[config.mk]
export PLATFORM = sky130hd
export DESIGN_NAME = trap_unit
export DESIGN_NICKNAME = d
export VERILOG_FILES = /design/src/rtl/trap_unit.sv
export SDC_FILE = /design/constraint.sdc
export NUM_CORES = 1
export LEC_CHECK = 0
export CAP_MARGIN = 40
export CORE_UTILIZATION = 52
export DETAILED_ROUTE_END_ITERATION = 12
export PLACE_DENSITY = 0.86
export SLEW_MARGIN = 10
export SYNTH_ARGS = -nofsm -noshare
export SYNTH_HDL_FRONTEND = slang
export SYNTH_SLANG_ARGS = --single-unit
[constraint.sdc]
create_clock -name clk -period 4.7 [get_ports clk]
set_input_delay 0.94 -clock clk [delete_from_list [all_inputs] [get_ports clk]]
set_output_delay 0.94 -clock clk [all_outputs]
set_load 0.005 [all_outputs]
[src/rtl/trap_unit.sv]
// Machine-mode trap and CSR unit: selects the final next PC and holds mstatus/mtvec/mepc/mcause.
// Optional 64-bit mcycle/minstret counters are compiled in when TRAP_COUNTERS_EN is defined.
module trap_unit #(
   parameter logic [31:0] MTVEC_RESET = 32'h0000_0100
) (
   input  logic        clk,
   input  logic        rst,
   input  logic        stall,
   input  logic [31:0] pc,
   input  logic [31:0] pc_next,
   input  logic [1:0]  int_cause,
   input  logic        mret,
   input  logic        csr_we,
   input  logic [1:0]  csr_op,
   input  logic [11:0] csr_addr,
   input  logic [31:0] csr_wdata,
   output logic [31:0] csr_rdata,
   output logic [31:0] pc_out,
   output logic        trap_taken,
   output logic        mie_o
);

   typedef enum logic [1:0] {
      CAUSE_NONE    = 2'd0,
      CAUSE_ILLEGAL = 2'd1,
      CAUSE_ECALL   = 2'd2,
      CAUSE_EXT_IRQ = 2'd3
   } cause_e;

   typedef enum logic [1:0] {
      OP_NONE  = 2'b00,
      OP_WRITE = 2'b01,
      OP_SET   = 2'b10,
      OP_CLEAR = 2'b11
   } csr_op_e;

   localparam logic [11:0] ADDR_MSTATUS = 12'h300;
   localparam logic [11:0] ADDR_MTVEC   = 12'h305;
   localparam logic [11:0] ADDR_MEPC    = 12'h341;
   localparam logic [11:0] ADDR_MCAUSE  = 12'h342;
`ifdef TRAP_COUNTERS_EN
   localparam logic [11:0] ADDR_MCYCLE    = 12'hB00;
   localparam logic [11:0] ADDR_MCYCLEH   = 12'hB80;
   localparam logic [11:0] ADDR_MINSTRET  = 12'hB02;
   localparam logic [11:0] ADDR_MINSTRETH = 12'hB82;
`endif

   logic        mie_q, mpie_q;
   logic [31:0] mtvec_q, mepc_q, mcause_q;
   logic [31:0] mtvec_rd, mepc_rd;
`ifdef TRAP_COUNTERS_EN
   logic [63:0] mcycle_q, minstret_q;
`endif

   cause_e  cause;
   csr_op_e op;
   logic    exc_take, mret_take, irq_take, trap;
   logic    csr_wr_en;
   logic [31:0] csr_new;

   assign cause    = cause_e'(int_cause);
   assign op       = csr_op_e'(csr_op);
   assign mtvec_rd = {mtvec_q[31:2], 2'b00};
   assign mepc_rd  = {mepc_q[31:2], 2'b00};
   assign mie_o    = mie_q;

   // Priority: stall, exception, MRET, interrupt, CSR write. MRET defers a coincident interrupt.
   assign exc_take  = !stall && (cause == CAUSE_ILLEGAL || cause == CAUSE_ECALL);
   assign mret_take = !stall && !exc_take && mret;
   assign irq_take  = !stall && !exc_take && !mret && cause == CAUSE_EXT_IRQ && mie_q;
   assign trap      = exc_take || irq_take;
   assign csr_wr_en = !stall && !trap && !mret_take && csr_we && op != OP_NONE;

   assign trap_taken = trap && !rst;

   always_comb begin
      pc_out = pc_next;
      if (!rst) begin
         if (trap)           pc_out = mtvec_rd;
         else if (mret_take) pc_out = mepc_rd;
      end
   end

   // NOTE: every output of this always_comb gets a default first, so no path can infer a latch.
   always_comb begin
      csr_rdata = 32'h0;
      case (csr_addr)
         ADDR_MSTATUS:   csr_rdata = {19'b0, 2'b11, 3'b0, mpie_q, 3'b0, mie_q, 3'b0};
         ADDR_MTVEC:     csr_rdata = mtvec_rd;
         ADDR_MEPC:      csr_rdata = mepc_rd;
         ADDR_MCAUSE:    csr_rdata = mcause_q;
`ifdef TRAP_COUNTERS_EN
         ADDR_MCYCLE:    csr_rdata = mcycle_q[31:0];
         ADDR_MCYCLEH:   csr_rdata = mcycle_q[63:32];
         ADDR_MINSTRET:  csr_rdata = minstret_q[31:0];
         ADDR_MINSTRETH: csr_rdata = minstret_q[63:32];
`endif
         default:        csr_rdata = 32'h0;
      endcase
   end

   // Read-modify-write on the pre-update value; per-register masking happens at the store.
   always_comb begin
      csr_new = csr_rdata;
      case (op)
         OP_WRITE: csr_new = csr_wdata;
         OP_SET:   csr_new = csr_rdata | csr_wdata;
         OP_CLEAR: csr_new = csr_rdata & ~csr_wdata;
         default:  csr_new = csr_rdata;
      endcase
   end

   // NOTE: sequential state uses non-blocking assignments so all registers update from old values.
   always_ff @(posedge clk) begin
      if (rst) begin
         mie_q    <= 1'b0;
         mpie_q   <= 1'b0;
         mtvec_q  <= MTVEC_RESET & ~32'h3;
         mepc_q   <= 32'h0;
         mcause_q <= 32'h0;
      end else if (trap) begin
         mepc_q   <= exc_take ? pc : pc_next;
         mcause_q <= (cause == CAUSE_ILLEGAL) ? 32'd2 :
                     (cause == CAUSE_ECALL)   ? 32'd11 : 32'h8000_000B;
         mpie_q   <= mie_q;
         mie_q    <= 1'b0;
      end else if (mret_take) begin
         mie_q    <= mpie_q;
         mpie_q   <= 1'b1;
      end else if (csr_wr_en) begin
         case (csr_addr)
            ADDR_MSTATUS: begin
               mie_q  <= csr_new[3];
               mpie_q <= csr_new[7];
            end
            ADDR_MTVEC:  mtvec_q  <= csr_new & ~32'h3;
            ADDR_MEPC:   mepc_q   <= csr_new & ~32'h3;
            ADDR_MCAUSE: mcause_q <= csr_new;
            default: ;
         endcase
      end
   end

`ifdef TRAP_COUNTERS_EN
   logic [63:0] mcycle_inc, minstret_inc;
   assign mcycle_inc   = mcycle_q + 64'd1;
   assign minstret_inc = (stall || exc_take) ? minstret_q : minstret_q + 64'd1;

   // A CSR write to either half replaces the whole counter's increment for that cycle.
   always_ff @(posedge clk) begin
      if (rst) begin
         mcycle_q   <= 64'h0;
         minstret_q <= 64'h0;
      end else begin
         mcycle_q   <= mcycle_inc;
         minstret_q <= minstret_inc;
         if (csr_wr_en) begin
            case (csr_addr)
               ADDR_MCYCLE:    mcycle_q   <= {mcycle_q[63:32], csr_new};
               ADDR_MCYCLEH:   mcycle_q   <= {csr_new, mcycle_q[31:0]};
               ADDR_MINSTRET:  minstret_q <= {minstret_q[63:32], csr_new};
               ADDR_MINSTRETH: minstret_q <= {csr_new, minstret_q[31:0]};
               default: ;
            endcase
         end
      end
   end
`endif

endmodule

Word-level counts from Yosys, hierarchy flattened:

Index checks and enable logic that the tools add are counted.

* register bits after elaboration: 96
* logic and storage cells: 77
* output and inout port bits: 66
* bits of input ports: 117

* bitwise logic cells: 5
* reductions and logical operators: 33
* muxes and demuxes: 23
* eq/ne operators: 11

Operator list (number)
* $mux 32: 14
* $pmux 32 s4: 1
* $pmux 32 s3: 1
* $eq 12x10->1 const B: 4
* $and 32x32->32: 1
* $not 32->32: 1
* $or 32x32->32: 1
* $reduce_bool 2->1: 6
* $logic_and 1x1->1: 11
* $eq 2x2->1 const B: 4
* $mux 1: 7
* $logic_not 1->1: 6
* $reduce_and 3->1: 2
* $reduce_bool 3->1: 2
* $eq 2x1->1 const B: 2
* $reduce_and 2->1: 2
* $reduce_and 4->1: 1
* $logic_or 1x1->1: 2
* $ne 2x1->1 const B: 1
* $not 1->1: 2
* $reduce_or 2->1: 1

Longest topological paths before layout:

* depth after elaboration: 17
* depth in mapped cells: 9
* mapped depth without buffers: 7

Worst setup path after synthesis:

OpenSTA, ideal clock, no wires.

* kind: input to output
* from: in int_cause[1]
* to: out pc_out[10]
* data arrival time: 2370 ps
* path slack: 1390 ps
* required time: 3760 ps
* buffers on the path: 2
* stages: 7
* path through: inv_1 ha_1 a21oi_1 buf_2 buf_2 a22oi_1 o21ai_0

* cells in the longest elaborated chain, start to end: 11
* elaborated cells on any way between the ends: 15
* those cells by class: 3 x eq/ne; 3 x mux; 9 x reduce/logical

Ends and longest elaborated chain
* start: declaration: line 11 `input logic [1:0] int_cause,`
* $eq 2x1->1 / $eq 2x2->1 (equally long branches): line 68 `assign exc_take = !stall && (cause == CAUSE_ILLEGAL || cause == CAUSE_ECALL);`
* $logic_or 1x1->1: line 68
* $logic_and 1x1->1: line 68
* $logic_not 1->1: line 69, 70
* $logic_and 1x1->1: line 69, 70
* $logic_and 1x1->1 (3 in a row): line 70 `assign irq_take = !stall && !exc_take && !mret && cause == CAUSE_EXT_IRQ && mie_q;`
* $logic_or 1x1->1: line 71 `assign trap = exc_take || irq_take;`
* $mux 32 *: line 79 `if (trap) pc_out = mtvec_rd;`
* $mux 32 *: line 78 `if (!rst) begin`
* end: declaration: line 18 `output logic [31:0] pc_out,`

Every way passes the cells marked *; elsewhere a longest branch is shown, timed or not.

Final worst setup path:

* from: in int_cause[1]
* to: out pc_out[24]

The elaborated chain is that of the path after synthesis.

==> flow_summary.json <==
{
  "yosys_warnings": 0,
  "num-fill-cells": 969,
  "hpwl_um": 15480,
  "synthArstFlopShare": 0,
  "nets": 1069,
  "critPathArrivalTime_ns": 3.50,
  "area_growth_pct": 35.08,
  "max_stage_delay_ns": 0.53,
  "cts_hold_buf": 0,
  "drt_first_pass_iters": 6,
  "synth_edf_count": 0,
  "slew_viol_final": 0,
  "hold_viol_final": 0,
  "crit_path_end": "pc_out[24]",
  "wirelength_met1_um": 9110,
  "fp.dieH_um": 112.5,
  "cts_buffers": 9,
  "synth.area.top_cells": "dfxtp_1 (30%), a22oi_1 (5.8%), o21ai_0 (5.8%)",
  "final_cell_count_no_fill": 1102,
  "switching_share": 0.2880,
  "maxSlewHeadroom": 0.2900,
  "routed.top_layer": "met4",
  "intPower_mw": 1.432,
  "r2r_start": "mie_o",
  "ys_ff_latch": 94,
  "synth_area_per_cell_um2": 7.852,
  "syn-instance-count": 809,
  "grt_usage": 0.3763,
  "coreArea_mm2": 0.01196,
  "dieArea_mm2": 0.01266,
  "cts_resized": 0,
  "wl_per_cell_um": 21.62,
  "gp_congestion": 0.8858,
  "period_minus_slack_ns": 4.444,
  "cts_tree": "built",
  "post-route-period-util": 0.9456,
  "crit_top_cell": "clkdlybuf4s50_1",
  "skew_ns": 0.005478,
  "setup_violations": 0,
  "seqPwrFrac": 0.415,
  "clkLatencyLatePin_ns": 0.35,
  "p_total_mw": 2.012,
  "p_switching_mw": 0.5793,
  "port_buffers": 180,
  "vdd_drop_max_v": 0.0001615,
  "clockBufferDepth": 2,
  "wl_met2_um": 10680,
  "htreeDepth": 3,
  "grt_pass1_wl_um": 37670,
  "hp-class": "reg -> reg",
  "numClockSinks": 94,
  "placed_cells": 1086,
  "die_w_um": 112.5,
  "initial_core_util": 0.5311,
  "worstSetupStartpoint": "int_cause[1]",
  "final_area_mm2": 0.008581,
  "cp_max_fo": 18,
  "required_ns": 3.76,
  "end_kind": "primary output",
  "antenna_found_initial": 0,
  "placementRows": 40,
  "drt_iter0_markers": 1086,
  "post-place-ws_ns": 0.2681,
  "power_frac_comb": 0.227,
  "path_clk_slew_ns": 0.07,
  "drcViolationCount": 0,
  "final.setup.tns_ns": 0,
  "yosysTopAreaCellShare": 0.2962,
  "p_per_area_mw_per_mm2": 234.4,
  "status": "complete, no violations",
  "yosysTopAreaCell": "dfxtp_1",
  "ys.flop_type": "dfxtp_1",
  "grt_overflow": 0,
  "ff2ff_path_depth": 6,
  "num_io_pins": 183,
  "startpoint_type": "input pin",
  "syn_nets": 928,
  "crit_path_cell_trace": "clkdlybuf4s50_1, inv_1, ha_1, a21oi_4, buf_4, a22oi_1, o21ai_0, clkdlybuf4s50_1",
  "netlist_area_mm2": 0.006352,
  "grt_max_degree": 101,
  "ant_nets": 0,
  "worst_slew_pin_slew_ns": 1.055,
  "place_area_mm2": 0.008293,
  "final_util": 0.7174,
  "drive_gt1_frac": 0.08482,
  "p_leak_nw": 3.032,
  "holdWs_ns": 0.4697,
  "reg2reg_setup_slack_ns": 2.25,
  "p_clk_frac": 0.358,
  "max_freq_mhz": 225.0,
  "reg2reg_to": "mepc_q[27]",
  "wl_met3_um": 2986,
  "rsz0062_at_grt": "false",
  "post_cts.repair.setup_buffers": 0,
  "n_antenna_cell": 0,
  "num_vias": 7656,
  "ys_seq_area_frac": 0.2962,
  "max_cap_violations": 0,
  "cts_root_buf": "clkbuf_16",
  "vias_per_cell": 6.947,
  "path_class": "in -> out",
  "totalWireLength_um": 23830,
  "grt_pass1_vias": 7322,
  "synth_cell_types": 67,
  "slowest_stage": "clkdlybuf4s50_1",
  "layout_setup_ws_ns": 0.2555
}
==> layout by cell type, fill, tap and decap left out, types with 6 or more instances in the layout <==
| cell | instances |
|---|---|
| a21boi_0 | 14 |
| o2111ai_1 | 6 |
| and3_1 | 6 |
| inv_1 | 9 |
| and2_1 | 9 |
| a211oi_1 | 38 |
| clkdlybuf4s50_1 | 178 |
| dfxtp_1 | 94 |
| nand3_1 | 25 |
| clkbuf_16 | 9 |
| a22oi_1 | 49 |
| a21oi_1 | 51 |
| nand2_1 | 63 |
| o22ai_1 | 19 |
| o21ai_0 | 73 |
| a31oi_1 | 14 |
| and3b_1 | 19 |
| and4_1 | 7 |
| a21o_1 | 6 |
| a221o_1 | 16 |
| nand4_1 | 34 |
| a22o_1 | 24 |
| o311a_1 | 6 |
| nor2_1 | 56 |
| buf_4 | 27 |
==> sequential cells by signal, summed over array words and instances, names as in the netlist <==
register and cells:
mcause_q 32, mepc_q 30, mie_o 1, mpie_q 1, mtvec_q 30
==> layer usage <==
metal  GRT usage  vias up
li1            -     3448
met1      0.4872     3528
met2      0.5851      577
met3     0.08423      103
met4      0.2000        0
met5           0        -
==> cells by family after synthesis <==
kind of cell             after synthesis  share of synthesized area
AO/OA/AOI/OAI                        358                     0.3949
adder cells (fa/ha/maj)                2                   0.003939
AND/OR/NAND/NOR                      254                     0.2214
buffers and inverters                 92                    0.07071
flip-flops                            94                     0.2962
XOR/XNOR                               8                    0.01103
multiplexers                           1                   0.001773
==> cells in the mapped netlist (3+ instances only) <==
cell type / count
a21boi_0: 14
xnor2_1: 5
and2_1: 9
o21a_1: 4
xor2_1: 3
and4bb_2: 3
a211oi_2: 4
o311a_1: 6
and4_1: 7
and3b_1: 19
a221o_1: 16
a21o_1: 6
dfxtp_1: 94
nand3b_1: 5
buf_2: 23
o2111ai_1: 6
a31oi_1: 14
nand4_1: 34
clkbuf_1: 44
a221oi_1: 5
nor2_1: 60
a22o_1: 24
inv_1: 9
buf_4: 6
o221ai_1: 4
nand3_1: 25
and3_1: 6
buf_6: 7
buf_1: 3
a32o_1: 4
a22oi_1: 49
o21ai_0: 73
nand2_1: 63
a21oi_1: 52
o22ai_1: 19
a211oi_1: 38
nor3_1: 4
==> power groups by stage <==
| stage | sequential (mW) | combinational, mW | clock (mW) |
|---|---|---|---|
| final | 0.834 | 0.457 | 0.721 |
| after CTS | 0.834 | 0.446 | 0.712 |
| after detailed placement | 0.851 | 0.442 | 0 |
| after floorplan | 0.847 | 0.210 | 0 |
| after global routing | 0.836 | 0.483 | 0.748 |
| after global placement | 0.851 | 0.433 | 0 |
==> how the worst min path moves through the flow <==
| stage | startpoint | slack (ns) | cells past startpoint | end |
|---|---|---|---|---|
| 2_1_floorplan | mcause_q[10] | 0.44 | 1 | mcause_q[10] |
| 3_3_place_gp | mcause_q[20] | 0.45 | 1 | mcause_q[20] |
| 3_5_place_dp | mcause_q[21] | 0.45 | 1 | mcause_q[21] |
| 4_1_cts | mcause_q[21] | 0.47 | 1 | mcause_q[21] |
| 5_1_grt | mcause_q[10] | 0.49 | 1 | mcause_q[10] |
| 6_report | mcause_q[21] | 0.47 | 1 | mcause_q[21] |
==> cell type report <==
cell class / instances / area [um^2] / share of cell area
inverter: 9 / 33.78 / 0.003937
multi-input combinational: 623 / 4078 / 0.4752
timing repair buffer: 213 / 2116 / 0.2466
tap: 147 / 183.9 / 0.02143
clock buffer: 12 / 256.5 / 0.02989
clock inverter: 4 / 31.28 / 0.003645
sequential: 94 / 1882 / 0.2193
==> critical path: cells and delay by family <==
kind	cells	cell delay [ns]
buffers and inverters	4	1.42
AO/OA/AOI/OAI	3	0.76
adder cells (fa/ha/maj)	1	0.37
Power figures use the tool's default switching activity.
